$ cat src/rtl/adcbuf_capture_ctrl.sv
// adcbuf_capture_ctrl
//   Sequences ADC-stream capture into a ping-pong BRAM write buffer.
//   When software arms the block, it waits for a trigger. It then skips an
//   optional number of post-trigger beats and writes every (decim+1)-th
//   accepted beat into the current bank. On completion it raises a sticky
//   done and flips to the other bank, so software drains one bank while the
//   next capture fills the other.
//
// Ports
//   clk, areset          capture clock, async active-high reset
//   arm, abort, trig     control pulses (trig is level-sampled while armed)
//   delay, length, decim capture setup, latched on arm
//   s_tdata/s_tvalid/s_tready  ADC AXI4-stream slave (never stalled)
//   bram_addr/wdata/we   BRAM write port, addr = {bank, word}
//   bank, busy, done, wcount   status
module adcbuf_capture_ctrl #(
    parameter int DATA_WIDTH  = 256,
    parameter int ADDR_WIDTH  = 12,
    parameter int DELAY_WIDTH = 16,
    parameter int DECIM_WIDTH = 8
) (
    input  logic                   clk,
    input  logic                   areset,
    input  logic                   arm,
    input  logic                   abort,
    input  logic                   trig,
    input  logic [DELAY_WIDTH-1:0] delay,
    input  logic [ADDR_WIDTH:0]    length,
    input  logic [DECIM_WIDTH-1:0] decim,
    input  logic [DATA_WIDTH-1:0]  s_tdata,
    input  logic                   s_tvalid,
    output logic                   s_tready,
    output logic [ADDR_WIDTH:0]    bram_addr,
    output logic [DATA_WIDTH-1:0]  bram_wdata,
    output logic                   bram_we,
    output logic                   bank,
    output logic                   busy,
    output logic                   done,
    output logic [ADDR_WIDTH:0]    wcount
);

    typedef enum logic [2:0] {
        S_IDLE, S_ARMED, S_DELAY, S_CAPTURE, S_DONE
    } state_t;

    // Capture setup, frozen at arm time so software may reprogram freely.
    typedef struct packed {
        logic [DELAY_WIDTH-1:0] delay;
        logic [ADDR_WIDTH:0]    length;
        logic [DECIM_WIDTH-1:0] decim;
    } cfg_t;

    localparam logic [ADDR_WIDTH:0]    FULL_LEN = {1'b1, {ADDR_WIDTH{1'b0}}};
    localparam logic [ADDR_WIDTH:0]    WC_ONE   = (ADDR_WIDTH+1)'(1);
    localparam logic [DELAY_WIDTH-1:0] DLY_ONE  = DELAY_WIDTH'(1);
    localparam logic [DECIM_WIDTH-1:0] DEC_ONE  = DECIM_WIDTH'(1);

    state_t                 state, state_n;
    cfg_t                   cfg_q;
    logic [DELAY_WIDTH-1:0] dly_cnt;
    logic [DECIM_WIDTH-1:0] dec_cnt;
    logic [ADDR_WIDTH:0]    len_eff;

    logic arm_go;     // arm accepted (idle/done, no abort)
    logic trig_go;    // trigger accepted while armed
    logic dly_beat;   // beat consumed by the post-trigger delay
    logic cap_beat;   // beat accepted during capture
    logic wr_beat;    // accepted beat that is actually written
    logic last_beat;  // the written beat completes the capture

    // A zero length encodes a full bank.
    assign len_eff = (cfg_q.length == '0) ? FULL_LEN : cfg_q.length;

    // ---------------- state register ----------------
    always_ff @(posedge clk or posedge areset) begin
        if (areset) state <= S_IDLE;
        else        state <= state_n;
    end

    // ---------------- next-state logic ----------------
    always_comb begin
        state_n = state;
        if (abort) begin
            state_n = S_IDLE;
        end else begin
            case (state)
                S_IDLE:    if (arm) state_n = S_ARMED;
                S_ARMED:   if (trig) state_n = (cfg_q.delay != '0) ? S_DELAY : S_CAPTURE;
                S_DELAY:   if (s_tvalid && dly_cnt == DLY_ONE) state_n = S_CAPTURE;
                S_CAPTURE: if (wr_beat && last_beat) state_n = S_DONE;
                S_DONE:    if (arm) state_n = S_ARMED;
                default:   state_n = S_IDLE;
            endcase
        end
    end

    // ---------------- output / strobe decode ----------------
    always_comb begin
        busy      = (state == S_ARMED) || (state == S_DELAY) || (state == S_CAPTURE);
        arm_go    = arm && !abort && ((state == S_IDLE) || (state == S_DONE));
        trig_go   = trig && !abort && (state == S_ARMED);
        dly_beat  = s_tvalid && !abort && (state == S_DELAY);
        cap_beat  = s_tvalid && !abort && (state == S_CAPTURE);
        wr_beat   = cap_beat && (dec_cnt == '0);
        last_beat = (wcount + WC_ONE) == len_eff;
    end

    // ---------------- datapath ----------------
    always_ff @(posedge clk or posedge areset) begin
        if (areset) begin
            s_tready   <= 1'b0;
            bram_we    <= 1'b0;
            bram_addr  <= '0;
            bram_wdata <= '0;
            bank       <= 1'b0;
            done       <= 1'b0;
            wcount     <= '0;
            cfg_q      <= '0;
            dly_cnt    <= '0;
            dec_cnt    <= '0;
        end else begin
            s_tready <= 1'b1;
            bram_we  <= wr_beat;

            if (arm_go) begin
                cfg_q  <= '{delay: delay, length: length, decim: decim};
                wcount <= '0;
                done   <= 1'b0;
            end

            // The trigger-cycle beat is deliberately not consumed here.
            if (trig_go) begin
                dly_cnt <= cfg_q.delay;
                dec_cnt <= '0;
            end

            if (dly_beat) dly_cnt <= dly_cnt - DLY_ONE;

            if (cap_beat) dec_cnt <= (dec_cnt == '0) ? cfg_q.decim : dec_cnt - DEC_ONE;

            // Address is taken from the pre-toggle bank so the final write
            // still lands in the bank being filled.
            if (wr_beat) begin
                bram_addr  <= {bank, wcount[ADDR_WIDTH-1:0]};
                bram_wdata <= s_tdata;
                wcount     <= wcount + WC_ONE;
                if (last_beat) begin
                    done <= 1'b1;
                    bank <= ~bank;
                end
            end
        end
    end

endmodule

$ cat config.mk
export PLATFORM = sky130hd
export DESIGN_NAME = adcbuf_capture_ctrl
export DESIGN_NICKNAME = d
export VERILOG_FILES = /design/src/rtl/adcbuf_capture_ctrl.sv
export SDC_FILE = /design/constraint.sdc
export NUM_CORES = 1
export LEC_CHECK = 0
export ABC_AREA = 1
export CAP_MARGIN = 20
export CORE_AREA = 2 2 225 227
export DETAILED_ROUTE_END_ITERATION = 10
export DIE_AREA = 0 0 227 229
export PLACE_DENSITY_LB_ADDON = 0.12
export SYNTH_ARGS = -nofsm -noshare
export SYNTH_HDL_FRONTEND = slang
export SYNTH_SLANG_ARGS = --single-unit
$ cat constraint.sdc
create_clock -name clk -period 37 [get_ports clk]
set_input_delay 7.4 -clock clk [delete_from_list [all_inputs] [get_ports clk]]
set_output_delay 7.4 -clock clk [all_outputs]
set_load 0.1 [all_outputs]
* Word level (Yosys, flattened, before mapping)
Cells that the tools add are included.
** Word-level totals
- Word-level logic and storage cells :: 69
- ROM bits :: 0
- Latch bits :: 0
- Input bits :: 299
- Output and inout bits :: 287
- Memories kept :: 0
- Bits in writable memories :: 0
- Bits in registers :: 350
** Cells by class
- Shifts and indexed selects :: 0
- $mul :: 0
- Equal/unequal tests :: 10
- Reduce and logical (&&, ||, !) cells :: 24
- Bitwise gates (word level) :: 1
- $add $sub $neg :: 3
- Div/mod/pow operators :: 0
- Mux-type cells :: 18
- $lt $le $gt $ge :: 0
** Operators with widths (number)
- $mux 13 :: 3
- $mux 16 :: 2
- $mux 8 :: 3
- $eq 16x1->1 const B :: 1
- $reduce_bool 16->1 :: 1
- $sub 16x1->16 const B :: 1
- $mux 3 :: 5
- $add 13x1->13 const B :: 1
- $eq 13x13->1 :: 1
- $logic_not 13->1 :: 1
- $pmux 3 s4 :: 1
- $logic_and 1x1->1 :: 10
- $ne 3x3->1 const B :: 3
- $logic_not 8->1 :: 1
- $sub 8x1->8 const B :: 1
- $eq 3x2->1 const B :: 2
- $reduce_bool 2->1 :: 3
- $mux 1 :: 4
- $reduce_and 4->1 :: 1
- $eq 3x1->1 const B :: 1
- $eq 3x3->1 const B :: 1
- $logic_not 3->1 :: 1
- $logic_or 1x1->1 :: 3
- $ne 3x1->1 const B :: 1
- other kinds (4) :: 4

* Depth between registers and ports, before layout
- Depth in word-level cells :: 8
- Depth in mapped cells :: 17
- Mapped depth without buffers :: 17

* Least setup slack after synthesis
No wires, ideal clock.
- Path type :: register -> output
- Start point :: reg state[0]
- End point :: out busy
- Cell stages (with the launch flop) :: 3
- Path buffers :: 0
- Data required time :: 29.600 ns
- Setup slack :: 27.915 ns
- Arrival :: 1.685 ns
- Cells stage by stage :: dfrtp_1 -> nor2_1 -> nor2_1
** On the way
- Cells in the longest elaborated chain, start to end :: 3
- Elaborated cells between the ends (all ways) :: 5
- Those cells by class :: eq/ne: 3; reduce/logical: 2
** Ends and longest elaborated chain
- start, declared :: RTL line 58 : state_t state, state_n;
- start signal, assigned :: RTL line 77 : else state <= state_n;
- $eq 3x1->1 or $eq 3x2->1 (tied branches) :: RTL line 99 : busy = (state == S_ARMED) || (state == S_DELAY) || (state == S_CAPTURE);
- $logic_or 1x1->1 :: RTL line 99
- $logic_or 1x1->1 (*) :: RTL line 99
- end, declared :: RTL line 37 : output logic busy,
Every way passes the cells marked *; elsewhere a longest branch is shown, timed or not.

* Final worst setup path
- Start point :: in abort
- End point :: reg bram_wdata[255]
** On the way
- Cells in the longest elaborated chain, start to end :: 4
** Ends and longest elaborated chain
- start, declared :: RTL line 25 : input logic abort,
- $logic_not 1->1 :: RTL line 103 : cap_beat = s_tvalid && !abort && (state == S_CAPTURE);
- $logic_and 1x1->1 (2 in series) :: RTL line 103
- $logic_and 1x1->1 :: RTL line 104 : wr_beat = cap_beat && (dec_cnt == '0);
- end signal, assigned :: RTL line 145 : bram_wdata <= s_tdata;
- end, declared :: RTL line 34 : output logic [DATA_WIDTH-1:0] bram_wdata,
Every way passes these cells.
A chain may end at the register's enable or synchronous reset.

==> metrics.yaml <==
status:
  status: "complete, no violations"
cts:
  cts_buffers: 43
  clkSlewWorstSetupHoldPaths_ps: 60
  cts_tree: "built"
  clk_latency_ps: 570
  cts_setup_buffers: 0
  ctsHoldBuffers: 0
  clock-sinks: 350
  cts_resized: 0
  htreeDepth: 2
  cts_buffer_depth: 3
  cts_root_buf: "clkbuf_16"
die:
  row_count: 82
  floorplan.initialDensity: 0.291
  die_w_um: 227
  coreArea_mm2: 0.0497
  die_area_mm2: 0.0520
  die_h_um: 229
  io_pins: 586
timing:
  fin_setup_tns_ps: 0
  period_needed_ps: 10750
  setup_violations: 0
  hold_viol: 0
  fin_skew_ps: 23.9
  rsz0062_at_grt: "no"
  worst_slew_pin_slew_ps: 1280
  max_slew_margin: 0.149
  max_freq_mhz: 93.0
  finalCritPeriodShare: 0.291
  drv_slew: 0
worst_setup_path:
  critPathRequiredTime_ps: 37510
  cp_cell_sequence: "clkdlybuf4s50_1 -> inv_2 -> nand2_1 -> nor2_1 -> nand2_4 -> inv_8 -> buf_4 -> nand2_1 -> nand2_1"
  start_kind: "primary input"
  crit_fanout: 177
  critPathCaptureType: "flip-flop"
  worstPathArrival_ps: 11260
  crit_top_cell: "nand2_1"
  criticalPathCategory: "in -> reg"
  max_stage_delay_ps: 950
  rrSetupSlack_ps: 33220
  crit_slowest_cell: "inv_8"
yosys:
  synth.cell_area_mm2: 0.0144
  avgSynthCellArea_um2: 8.58
  synth_warnings: 0
  synth_nets: 1985
  ys_seq_elements: 350
  seq_area_frac_synth: 0.607
  syn_inst: 1681
  ys_types: 41
routing:
  wl_um: 54000
  vias: 13100
  ant_nets: 0
  wl_per_cell_um: 18.3
  drc: 0
  drt_iter0_drc: 764
  dr.pass1.iters: 5
  vias_per_cell: 4.43
layout:
  finalCoreUtilization: 0.450
  drive_gt1_frac: 0.0492
  nets: 2549
  syn_to_final_growth_pct: 54.8
place:
  io_buffers: 585
  gp_congestion: 0.866
  post-dp-hpwl_um: 38400
pwr:
  p_leak_uw: 0.0109
  total_power_uw: 1540
  vdd_drop_max_mv: 0.0369
  powerDensity_mw_per_mm2: 68.8
global_route:
  grt_pass1_wl_um: 80600
  grt_pass1_vias: 13300
  grt_max_degree: 208
  overflow: 0
  grt_util_all_layers: 0.205
  antenna_found_initial: 5
hold_path:
  hp-class: "reg -> reg"
flow_run:
  max_cap_viol_count: 0
## worst paths after layout
check | from | end | cells past startpoint
worst min-delay path | bram_wdata[50]$_DFFE_PP0P_ | bram_wdata[50]$_DFFE_PP0P_ | 2
worst min register to register | bram_wdata[50]$_DFFE_PP0P_ | bram_wdata[50]$_DFFE_PP0P_ | 2
max in group asynchronous | areset | bram_wdata[173]$_DFFE_PP0P_ | 3
worst max-delay path | abort | bram_wdata[255]$_DFFE_PP0P_ | 9
worst max register to register | dec_cnt[0]$_DFFE_PP0P_ | bram_wdata[255]$_DFFE_PP0P_ | 9
min in group asynchronous | areset | bram_wdata[62]$_DFFE_PP0P_ | 2
## cell usage after synthesis
cell       count  share of area
a211oi_1       1        0.00052
a21boi_0       1        0.00052
a21oi_1       27         0.0094
a22oi_1        2         0.0010
a311o_1        1        0.00069
a31oi_1        1        0.00043
a32o_1         1        0.00069
buf_1          4         0.0010
buf_2         40          0.014
buf_4          1        0.00052
clkbuf_1      28         0.0073
conb_1         1        0.00026
dfrtp_1      350           0.61
ha_1           5         0.0043
inv_1         74          0.019
inv_2          3        0.00078
mux2_2        19          0.015
nand2_1      894           0.23
nand2_2        4         0.0017
nand3_1       44          0.015
nand3b_1       1        0.00052
nand4_1       16         0.0069
nor2_1        70          0.018
nor2_2         3         0.0013
nor2_4         3         0.0023
nor3_1         5         0.0017
nor3_2         2         0.0014
nor4_1         6         0.0026
nor4_2         1        0.00087
o2111ai_1      1        0.00061
o211ai_1       8         0.0042
o21ai_0       35          0.012
o21ai_1        1        0.00035
o21bai_1       1        0.00052
o221ai_1       3         0.0018
o22ai_1       10         0.0043
o311ai_0       2         0.0012
o32ai_1        1        0.00061
or2_2          1        0.00043
xnor2_1        1        0.00061
xor2_1         9         0.0055
## registers in the layout (all words and copies together), names as in the netlist
register / flops
bram_wdata: 256
cfg_q: 37
dly_cnt: 16
bram_addr: 13
wcount: 13
dec_cnt: 8
state: 3
bank: 1
bram_we: 1
done: 1
s_tready: 1
## cell type report
cell class	instances	area [um2]
multi-input combinational	1181	5070
timing repair buffer	592	5950
fill	4935	27300
tap	672	841
inverter	77	304
clock inverter	10	115
antenna	3	7.51
clock buffer	67	1290
sequential	350	8760
## kinds of logic after synthesis
kind of cell | after synthesis | share of synthesized area
and+or+nand+nor | 1050 | 0.286
DFF | 350 | 0.607
buffers and inverters | 150 | 0.0427
AOI/OAI and AO/OA | 96 | 0.0390
muxes | 19 | 0.0148
xor gates and xnor gates | 10 | 0.00607
adders and majority gates | 5 | 0.00434
other | 1 | 0.000260
## cell usage in the layout (no fill, tap or decap), types with 4 or more instances in the layout
| cell | synthesis | final |
|---|---|---|
| o211ai_1 | 8 | 8 |
| o21ai_0 | 35 | 35 |
| clkdlybuf4s50_1 | 0 | 583 |
| o22ai_1 | 10 | 10 |
| a21oi_1 | 27 | 27 |
| nor4_1 | 6 | 6 |
| mux2_2 | 19 | 19 |
| nor3_1 | 5 | 5 |
| clkbuf_8 | 0 | 10 |
| clkbuf_1 | 28 | 13 |
| clkinv_2 | 0 | 6 |
| clkbuf_16 | 0 | 44 |
| nand3_1 | 44 | 43 |
| buf_12 | 0 | 4 |
| dfrtp_1 | 350 | 350 |
| ha_1 | 5 | 5 |
| nand2_2 | 4 | 4 |
| nand2_1 | 894 | 893 |
| xor2_1 | 9 | 9 |
| inv_1 | 74 | 73 |
| nand4_1 | 16 | 16 |
| buf_4 | 1 | 5 |
| nor2_1 | 70 | 70 |
## metal layers
metal	routed length, um	vias up	GRT usage
li1	-	6357	-
met1	21000	6199	0.238
met2	26300	422	0.344
met3	4860	91	0.0726
met4	1820	4	0.0780
met5	25	-	0
## power breakdown
group	internal [uW]	switching, uW
Combinational	159	449
Sequential	457	49.3
Clock	253	170
## worst max-delay path: cells and delay by family
kind / cells / cell delay [ps]
buf+inv: 4 / 2460
simple gates: 5 / 1210
## stage by stage
| step | setup WS (ps) | area, um2 | std cells | hold slack (ps) |
|---|---|---|---|---|
| 2_1_floorplan | 19890 | 14400 | 1681 | 454 |
| 3_3_place_gp | 25630 | 20900 | 2870 | 461 |
| 3_5_place_dp | 25560 | 20900 | 2872 | 464 |
| 4_1_cts | 26150 | 22300 | 2949 | 479 |
| 5_1_grt | 25790 | 22300 | 2952 | 495 |
| 6_report | 26250 | 22300 | 2952 | 473 |
Note: power is estimated with default switching activity, not from simulation.
